**src/rtl/riscv_core_md_pkg.sv**
```systemverilog
// Shared types for the M-extension issue stage: FSM states, op encodings,
// and the replay-cache key layout.
package riscv_core_md_pkg;

   // Key operand fields are sized for the widest supported datapath.
   // Narrower operands are zero-extended into them.
   localparam int MD_MAX_XLEN = 64;

   typedef enum logic [1:0] {
      MD_IDLE   = 2'd0,
      MD_LAUNCH = 2'd1,
      MD_WAIT   = 2'd2,
      MD_RESP   = 2'd3
   } md_issue_state_e;

   localparam logic [2:0] MD_OP_MUL    = 3'b000;
   localparam logic [2:0] MD_OP_MULH   = 3'b001;
   localparam logic [2:0] MD_OP_MULHSU = 3'b010;
   localparam logic [2:0] MD_OP_MULHU  = 3'b011;
   localparam logic [2:0] MD_OP_DIV    = 3'b100;
   localparam logic [2:0] MD_OP_DIVU   = 3'b101;
   localparam logic [2:0] MD_OP_REM    = 3'b110;
   localparam logic [2:0] MD_OP_REMU   = 3'b111;

   typedef struct packed {
      logic [MD_MAX_XLEN-1:0] src_a;
      logic [MD_MAX_XLEN-1:0] src_b;
      logic [2:0]             control;
      logic                   isword;
   } md_cache_key_t;

   // The top control bit selects the divide/remainder class.
   function automatic logic md_is_div(input logic [2:0] control);
      return control[2];
   endfunction

endpackage

```
**src/rtl/riscv_core_md_reuse_cache.sv**
```systemverilog
// One-entry replay cache: remembers the last divide-class result so an
// identical divide can be answered without re-running the unit.
module riscv_core_md_reuse_cache
   import riscv_core_md_pkg::*;
#(
   parameter int XLEN     = 32,
   parameter bit REUSE_EN = 1'b1
) (
   input  logic            clk,
   input  logic            srst,
   input  logic            wr_en,
   input  md_cache_key_t   wr_key,
   input  logic [XLEN-1:0] wr_result,
   input  logic            wr_overflow,
   input  logic            wr_div_by_zero,
   input  md_cache_key_t   lookup_key,
   output logic            hit,
   output logic [XLEN-1:0] hit_result,
   output logic            hit_overflow,
   output logic            hit_div_by_zero
);

   logic            valid_reg;
   md_cache_key_t   key_reg;
   logic [XLEN-1:0] result_reg;
   logic            overflow_reg;
   logic            div_by_zero_reg;

   // Store key, result and flags on every completed divide.
   always_ff @(posedge clk) begin
      if (srst) begin
         valid_reg       <= 1'b0;
         key_reg         <= '0;
         result_reg      <= '0;
         overflow_reg    <= 1'b0;
         div_by_zero_reg <= 1'b0;
      end else if (wr_en) begin
         valid_reg       <= 1'b1;
         key_reg         <= wr_key;
         result_reg      <= wr_result;
         overflow_reg    <= wr_overflow;
         div_by_zero_reg <= wr_div_by_zero;
      end
   end

   // Only an exact divide-class key match is a hit; multiplies never hit.
   always_comb begin
      hit = REUSE_EN && valid_reg && (key_reg == lookup_key) &&
            md_is_div(lookup_key.control);
   end

   assign hit_result      = result_reg;
   assign hit_overflow    = overflow_reg;
   assign hit_div_by_zero = div_by_zero_reg;

endmodule

```
**src/rtl/riscv_core_md_issue.sv**
```systemverilog
// Issue/interlock stage in front of the multiply/divide unit: latches one
// M-extension op, launches the unit, stalls the pipe and hands the result
// to writeback over valid/ready. Repeated divides come from a replay cache.
module riscv_core_md_issue
   import riscv_core_md_pkg::*;
#(
   parameter int XLEN     = 32,
   parameter bit REUSE_EN = 1'b1
) (
   input  logic            i_md_issue_clk,
   input  logic            i_md_issue_rst,
   input  logic            i_md_issue_valid,
   input  logic [XLEN-1:0] i_md_issue_srcA,
   input  logic [XLEN-1:0] i_md_issue_srcB,
   input  logic [2:0]      i_md_issue_control,
   input  logic            i_md_issue_isword,
   input  logic [4:0]      i_md_issue_rd,
   input  logic            i_md_issue_flush,
   output logic            o_md_issue_stall,
   output logic [XLEN-1:0] o_md_issue_unit_srcA,
   output logic [XLEN-1:0] o_md_issue_unit_srcB,
   output logic [2:0]      o_md_issue_unit_control,
   output logic            o_md_issue_unit_isword,
   output logic            o_md_issue_unit_en,
   input  logic            i_md_issue_unit_done,
   input  logic [XLEN-1:0] i_md_issue_unit_result,
   input  logic            i_md_issue_unit_overflow,
   input  logic            i_md_issue_unit_div_by_zero,
   output logic            o_md_issue_wb_valid,
   input  logic            i_md_issue_wb_ready,
   output logic [4:0]      o_md_issue_wb_rd,
   output logic [XLEN-1:0] o_md_issue_wb_result,
   output logic            o_md_issue_wb_overflow,
   output logic            o_md_issue_wb_div_by_zero
);

   md_issue_state_e state_reg, state_next;
   logic            kill_reg, kill_next;
   logic [XLEN-1:0] src_a_reg, src_b_reg, result_reg;
   logic [2:0]      control_reg;
   logic            isword_reg;
   logic [4:0]      rd_reg;
   logic            overflow_reg, div_by_zero_reg;

   logic            accept, done_fire, cache_hit;
   logic [XLEN-1:0] cache_result;
   logic            cache_overflow, cache_div_by_zero;
   md_cache_key_t   lookup_key, wr_key;

   // A flush in IDLE blocks acceptance, so the two never coincide.
   assign accept    = (state_reg == MD_IDLE) && i_md_issue_valid && !i_md_issue_flush;
   // Completion pulses outside WAIT are stale and ignored.
   assign done_fire = (state_reg == MD_WAIT) && i_md_issue_unit_done;

   // Lookup uses the live EX operands; writes use the latched ones.
   always_comb begin
      lookup_key         = '0;
      lookup_key.src_a   = MD_MAX_XLEN'(i_md_issue_srcA);
      lookup_key.src_b   = MD_MAX_XLEN'(i_md_issue_srcB);
      lookup_key.control = i_md_issue_control;
      lookup_key.isword  = i_md_issue_isword;
      wr_key             = '0;
      wr_key.src_a       = MD_MAX_XLEN'(src_a_reg);
      wr_key.src_b       = MD_MAX_XLEN'(src_b_reg);
      wr_key.control     = control_reg;
      wr_key.isword      = isword_reg;
   end

   riscv_core_md_reuse_cache #(
      .XLEN     (XLEN),
      .REUSE_EN (REUSE_EN)
   ) u_cache (
      .clk             (i_md_issue_clk),
      .srst            (i_md_issue_rst),
      .wr_en           (done_fire && md_is_div(control_reg)),
      .wr_key          (wr_key),
      .wr_result       (i_md_issue_unit_result),
      .wr_overflow     (i_md_issue_unit_overflow),
      .wr_div_by_zero  (i_md_issue_unit_div_by_zero),
      .lookup_key      (lookup_key),
      .hit             (cache_hit),
      .hit_result      (cache_result),
      .hit_overflow    (cache_overflow),
      .hit_div_by_zero (cache_div_by_zero)
   );

   // State and kill-flag register.
   always_ff @(posedge i_md_issue_clk) begin
      if (i_md_issue_rst) begin
         state_reg <= MD_IDLE;
         kill_reg  <= 1'b0;
      end else begin
         state_reg <= state_next;
         kill_reg  <= kill_next;
      end
   end

   // Next-state logic and the one-cycle launch pulse.
   always_comb begin
      state_next         = state_reg;
      kill_next          = kill_reg;
      o_md_issue_unit_en = 1'b0;
      case (state_reg)
         MD_IDLE: begin
            kill_next = 1'b0;
            if (accept) state_next = cache_hit ? MD_RESP : MD_LAUNCH;
         end
         MD_LAUNCH: begin
            o_md_issue_unit_en = 1'b1;
            state_next         = MD_WAIT;
            if (i_md_issue_flush) kill_next = 1'b1;
         end
         MD_WAIT: begin
            // The unit cannot be aborted, so a killed op still waits for done.
            if (i_md_issue_flush) kill_next = 1'b1;
            if (i_md_issue_unit_done) begin
               state_next = (kill_reg || i_md_issue_flush) ? MD_IDLE : MD_RESP;
               kill_next  = 1'b0;
            end
         end
         MD_RESP: begin
            if (i_md_issue_flush || i_md_issue_wb_ready) state_next = MD_IDLE;
         end
         default: state_next = MD_IDLE;
      endcase
   end

   // Operand latches and result capture (from the unit or the cache).
   always_ff @(posedge i_md_issue_clk) begin
      if (i_md_issue_rst) begin
         src_a_reg       <= '0;
         src_b_reg       <= '0;
         control_reg     <= '0;
         isword_reg      <= 1'b0;
         rd_reg          <= '0;
         result_reg      <= '0;
         overflow_reg    <= 1'b0;
         div_by_zero_reg <= 1'b0;
      end else if (accept) begin
         src_a_reg   <= i_md_issue_srcA;
         src_b_reg   <= i_md_issue_srcB;
         control_reg <= i_md_issue_control;
         isword_reg  <= i_md_issue_isword;
         rd_reg      <= i_md_issue_rd;
         if (cache_hit) begin
            result_reg      <= cache_result;
            overflow_reg    <= cache_overflow;
            div_by_zero_reg <= cache_div_by_zero;
         end
      end else if (done_fire) begin
         result_reg      <= i_md_issue_unit_result;
         overflow_reg    <= i_md_issue_unit_overflow;
         div_by_zero_reg <= i_md_issue_unit_div_by_zero;
      end
   end

   assign o_md_issue_stall = accept ||
                             (state_reg == MD_LAUNCH) ||
                             (state_reg == MD_WAIT) ||
                             ((state_reg == MD_RESP) && !i_md_issue_wb_ready);

   assign o_md_issue_unit_srcA      = src_a_reg;
   assign o_md_issue_unit_srcB      = src_b_reg;
   assign o_md_issue_unit_control   = control_reg;
   assign o_md_issue_unit_isword    = isword_reg;
   assign o_md_issue_wb_valid       = (state_reg == MD_RESP) && !i_md_issue_flush;
   assign o_md_issue_wb_rd          = rd_reg;
   assign o_md_issue_wb_result      = result_reg;
   assign o_md_issue_wb_overflow    = overflow_reg;
   assign o_md_issue_wb_div_by_zero = div_by_zero_reg;

endmodule

```
**config.mk**
```make
export PLATFORM = sky130hd
export DESIGN_NAME = riscv_core_md_issue
export DESIGN_NICKNAME = d
export VERILOG_FILES = /design/src/rtl/riscv_core_md_pkg.sv /design/src/rtl/riscv_core_md_reuse_cache.sv /design/src/rtl/riscv_core_md_issue.sv
export SDC_FILE = /design/constraint.sdc
export NUM_CORES = 1
export LEC_CHECK = 0
export CAP_MARGIN = 15
export CELL_PAD_IN_SITES_DETAIL_PLACEMENT = 1
export CELL_PAD_IN_SITES_GLOBAL_PLACEMENT = 2
export CORE_UTILIZATION = 30
export CTS_CLUSTER_DIAMETER = 30
export DETAILED_ROUTE_END_ITERATION = 10
export PLACE_DENSITY = 0.95
export SYNTH_ARGS = -nofsm -noshare
export SYNTH_HDL_FRONTEND = slang
export SYNTH_SLANG_ARGS = --single-unit
```
**constraint.sdc**
```tcl
create_clock -name i_md_issue_clk -period 6.83 [get_ports i_md_issue_clk]
set_input_delay 1.7075 -clock i_md_issue_clk [delete_from_list [all_inputs] [get_ports i_md_issue_clk]]
set_output_delay 1.7075 -clock i_md_issue_clk [all_outputs]
set_load 0.01 [all_outputs]
```
==> flow_summary.rst <==
.. list-table::
   :header-rows: 1

   * - Metric
     - Value
   * - Classification of the worst-slack hold path
     - flip-flop to flip-flop
   * - Average instance area after synthesis
     - roughly 8.0 µm²
   * - Crit-path max FO
     - 6
   * - Worst-path clk slew
     - ~0.050 ns
   * - Nets@finish
     - 1385
   * - HP Start
     - u_cache.hit_result[15]
   * - Max_cap viols
     - 0
   * - Post-CTS Setup Inserts
     - 0
   * - Share of final-layout standard cells stronger than drive strength 1
     - 0.0767
   * - Clock tree from TritonCTS
     - yes
   * - Post-layout utilization of the core
     - 0.457
   * - I/O Pins
     - 223
   * - Final Cycle Share
     - 0.698
   * - Total global routing track utilization
     - 0.209
   * - Initial antenna violation count
     - 5
   * - Std cell rows
     - 61
   * - Maximum number of pins on one net before global-route repair
     - 119
   * - Critical Path Source
     - i_md_issue_flush
   * - Number of storage elements in the synthesis netlist
     - 213
   * - Drc violations
     - 0
   * - Number of enable flip-flop cells after synthesis
     - 0
   * - Clock latency reported for the late side of the worst-skew pair
     - 0.53 ns
   * - Area of the placeable core
     - 27700 µm²
   * - Worst slew slack as a fraction of its limit
     - 0.318
   * - Cell Pwr Density
     - 346 nW/µm²
   * - Crit Path Class
     - input pin to output port
   * - Die outline height
     - ~170 µm
   * - Most used flip-flop cell after synthesis
     - sky130_fd_sc_hd__dfxtp_1
   * - Number of H-tree levels
     - 2
   * - Critical Path RT
     - around 5.1 ns
   * - Endpoints failing hold
     - 0
   * - Synthesis-to-layout area growth
     - 49.8%
   * - Critical Path Source Type
     - input pin
   * - Leakage power summed over all cells
     - 0.00440 µW
   * - Via count
     - approximately 8.2k
   * - Worst slew pin tran
     - 1.02 ns
   * - Via count of the first global-routing pass
     - 8544
   * - Worst clock skew
     - 0.0192 ns
   * - Run status
     - complete, no violations
   * - Synth top area share
     - 0.505
   * - Per-cell via count in the routed design
     - a little under 5
   * - N_diodes
     - 0
   * - Accumulated negative setup slack
     - 0 ns
   * - Final RePlAce weighted congestion
     - 0.785
   * - Number of max-slew violations in the final report
     - 0
   * - Top achievable clock speed
     - 210 MHz
   * - Number of instances in the synthesized netlist
     - 1057
   * - Starting density of the core
     - 0.305
   * - Die Outline Area
     - 28800 µm²
   * - Total of endpoints with negative setup slack in the final report
     - 0
   * - Yosys Warn Count
     - 0
   * - Flip-flop count of the largest register after layout
     - 68
   * - Total Wirelength
     - roughly 30 mm
   * - RSZ-0062 raised after global routing
     - no
   * - Crit end category
     - output port
   * - Detail Route Antenna Nets
     - 0
   * - Half-perimeter wire length after placement
     - between 15 and 20 mm
   * - Post-Synthesis Cell Area
     - 8450 µm²
   * - Maximum number of buffers from clock root to sink
     - 3
   * - CTS-repair resized insts
     - 0
   * - Ranking of synthesized cells by instance count
     - 349 x sky130_fd_sc_hd__nand2_1, 213 x sky130_fd_sc_hd__dfxtp_1, 178 x sky130_fd_sc_hd__a21oi_1
   * - Share of async-settable or async-resettable flops after synthesis
     - 0
   * - CTS sink count
     - 213
   * - Wire length of the first global-routing pass
     - 47.0 mm
   * - Peak supply drop
     - 0.158 mV
   * - Worst reg2reg path startpoint
     - state_reg[0]
   * - Pre-Repair DR Iteration Count
     - 4
   * - Arrival @ worst endpoint
     - between 3 and 4 ns
   * - Sequential cell area fraction in the yosys report
     - 0.505
   * - Count of routing violations after the opening detailed-route iteration
     - just under 500
   * - Synth unique cells
     - 36
   * - Post-synthesis net count
     - between 1k and 1.5k
   * - Cts bufs inserted
     - 50
   * - Clk Tree Root Cell
     - sky130_fd_sc_hd__clkbuf_16
   * - Quantity of I/O buffers inserted on ports
     - 222
   * - Overall overflow remaining after global route
     - 0
   * - Dominant cell by count in the synthesized netlist
     - sky130_fd_sc_hd__nand2_1
   * - Die outline width
     - 170 µm
   * - Time the final worst path needs with I/O delays and setup
     - 4.77 ns
   * - Largest cells by area after synthesis
     - sky130_fd_sc_hd__dfxtp_1 50%, sky130_fd_sc_hd__nand2_1 16%, sky130_fd_sc_hd__a21oi_1 11%, sky130_fd_sc_hd__o221a_1 4.0%, sky130_fd_sc_hd__xnor2_1 3.5%
   * - Yosys top cell by area
     - sky130_fd_sc_hd__dfxtp_1
   * - Drt wl/cell
     - 17.9 µm
   * - Post-CTS Hold Fix Bufs
     - 0
-- layout make-up --
type | instances | area, µm²
Sequential cell | 213 | 4260
Clock inverter | 17 | 275
Multi-Input combinational cell | 756 | 3830
Tap cell | 378 | 473
Timing Repair Buffer | 231 | 2290
Inverter | 16 | 60.1
Fill cell | 3249 | 15000
Clock buffer | 71 | 1460
-- where the power goes --
| group | switching, µW | internal, µW | total (µW) |
|---|---|---|---|
| clock | 709 | 1730 | 2440 |
| combinational | 295 | 271 | 566 |
| sequential | 55.1 | 1320 | 1380 |
-- through the flow --
stage,cell area [µm²],setup WS (ns),hold WS (ns),power (µW),instances
4_1_cts,12700,2.06,0.458,4430,1682
3_3_place_gp,10900,2.12,0.442,1950,1594
2_1_floorplan,8450,2.51,0.436,1640,1057
5_1_grt,12700,2.01,0.474,4540,1682
6_report,12700,2.06,0.457,4380,1682
3_5_place_dp,10900,2.08,0.452,1970,1594
-- final timing paths --
check	slack (ns)	cells past startpoint	endpoint
worst min register to register	0.46	2	u_cache.hit_result[15]
worst min-delay path	0.46	2	u_cache.hit_result[15]
worst max-delay path	2.06	4	o_md_issue_stall
worst max register to register	3.94	8	o_md_issue_wb_result[12]
-- layer usage --
metal	global-route usage	vias up	share of wire
met4	0.0744	10	0.026
met2	0.347	249	0.46
li1	-	3932	-
met3	0.0691	67	0.082
met1	0.252	3964	0.43
met5	0	-	0.0018
-- layout by cell type (no fill, tap or decap), types with 6 or more instances in the layout --
master,netlist,routed
sky130_fd_sc_hd__a21oi_1,178,178
sky130_fd_sc_hd__buf_4,3,9
sky130_fd_sc_hd__xnor2_1,34,34
sky130_fd_sc_hd__clkbuf_8,0,11
sky130_fd_sc_hd__clkdlybuf4s50_1,0,221
sky130_fd_sc_hd__nor2_1,74,74
sky130_fd_sc_hd__dfxtp_1,213,213
sky130_fd_sc_hd__nand2_1,349,349
sky130_fd_sc_hd__nand4_1,10,10
sky130_fd_sc_hd__xor2_1,19,19
sky130_fd_sc_hd__nand2b_1,9,9
sky130_fd_sc_hd__nor4_1,6,6
sky130_fd_sc_hd__inv_1,16,16
sky130_fd_sc_hd__clkbuf_16,0,51
sky130_fd_sc_hd__bufinv_16,0,7
sky130_fd_sc_hd__clkbuf_1,64,9
sky130_fd_sc_hd__o221a_1,30,30
-- cells by family (layout without fill, tap and decap cells) --
group,after synthesis,in the layout,synth area share
simple gates,470,470,0.223
flops,213,213,0.505
buf+inv,88,335,0.0440
xor+xnor,53,53,0.0549
compound gates,229,229,0.167
fa+ha+maj,4,4,0.00592
-- worst max-delay path, stage by stage --
cell and delay, ns:
sky130_fd_sc_hd__clkdlybuf4s50_1 0.51, sky130_fd_sc_hd__nand3b_1 0.22, sky130_fd_sc_hd__nand3_1 0.09, sky130_fd_sc_hd__clkdlybuf4s50_1 0.53
No activity file was read; power rests on OpenSTA's default activity.
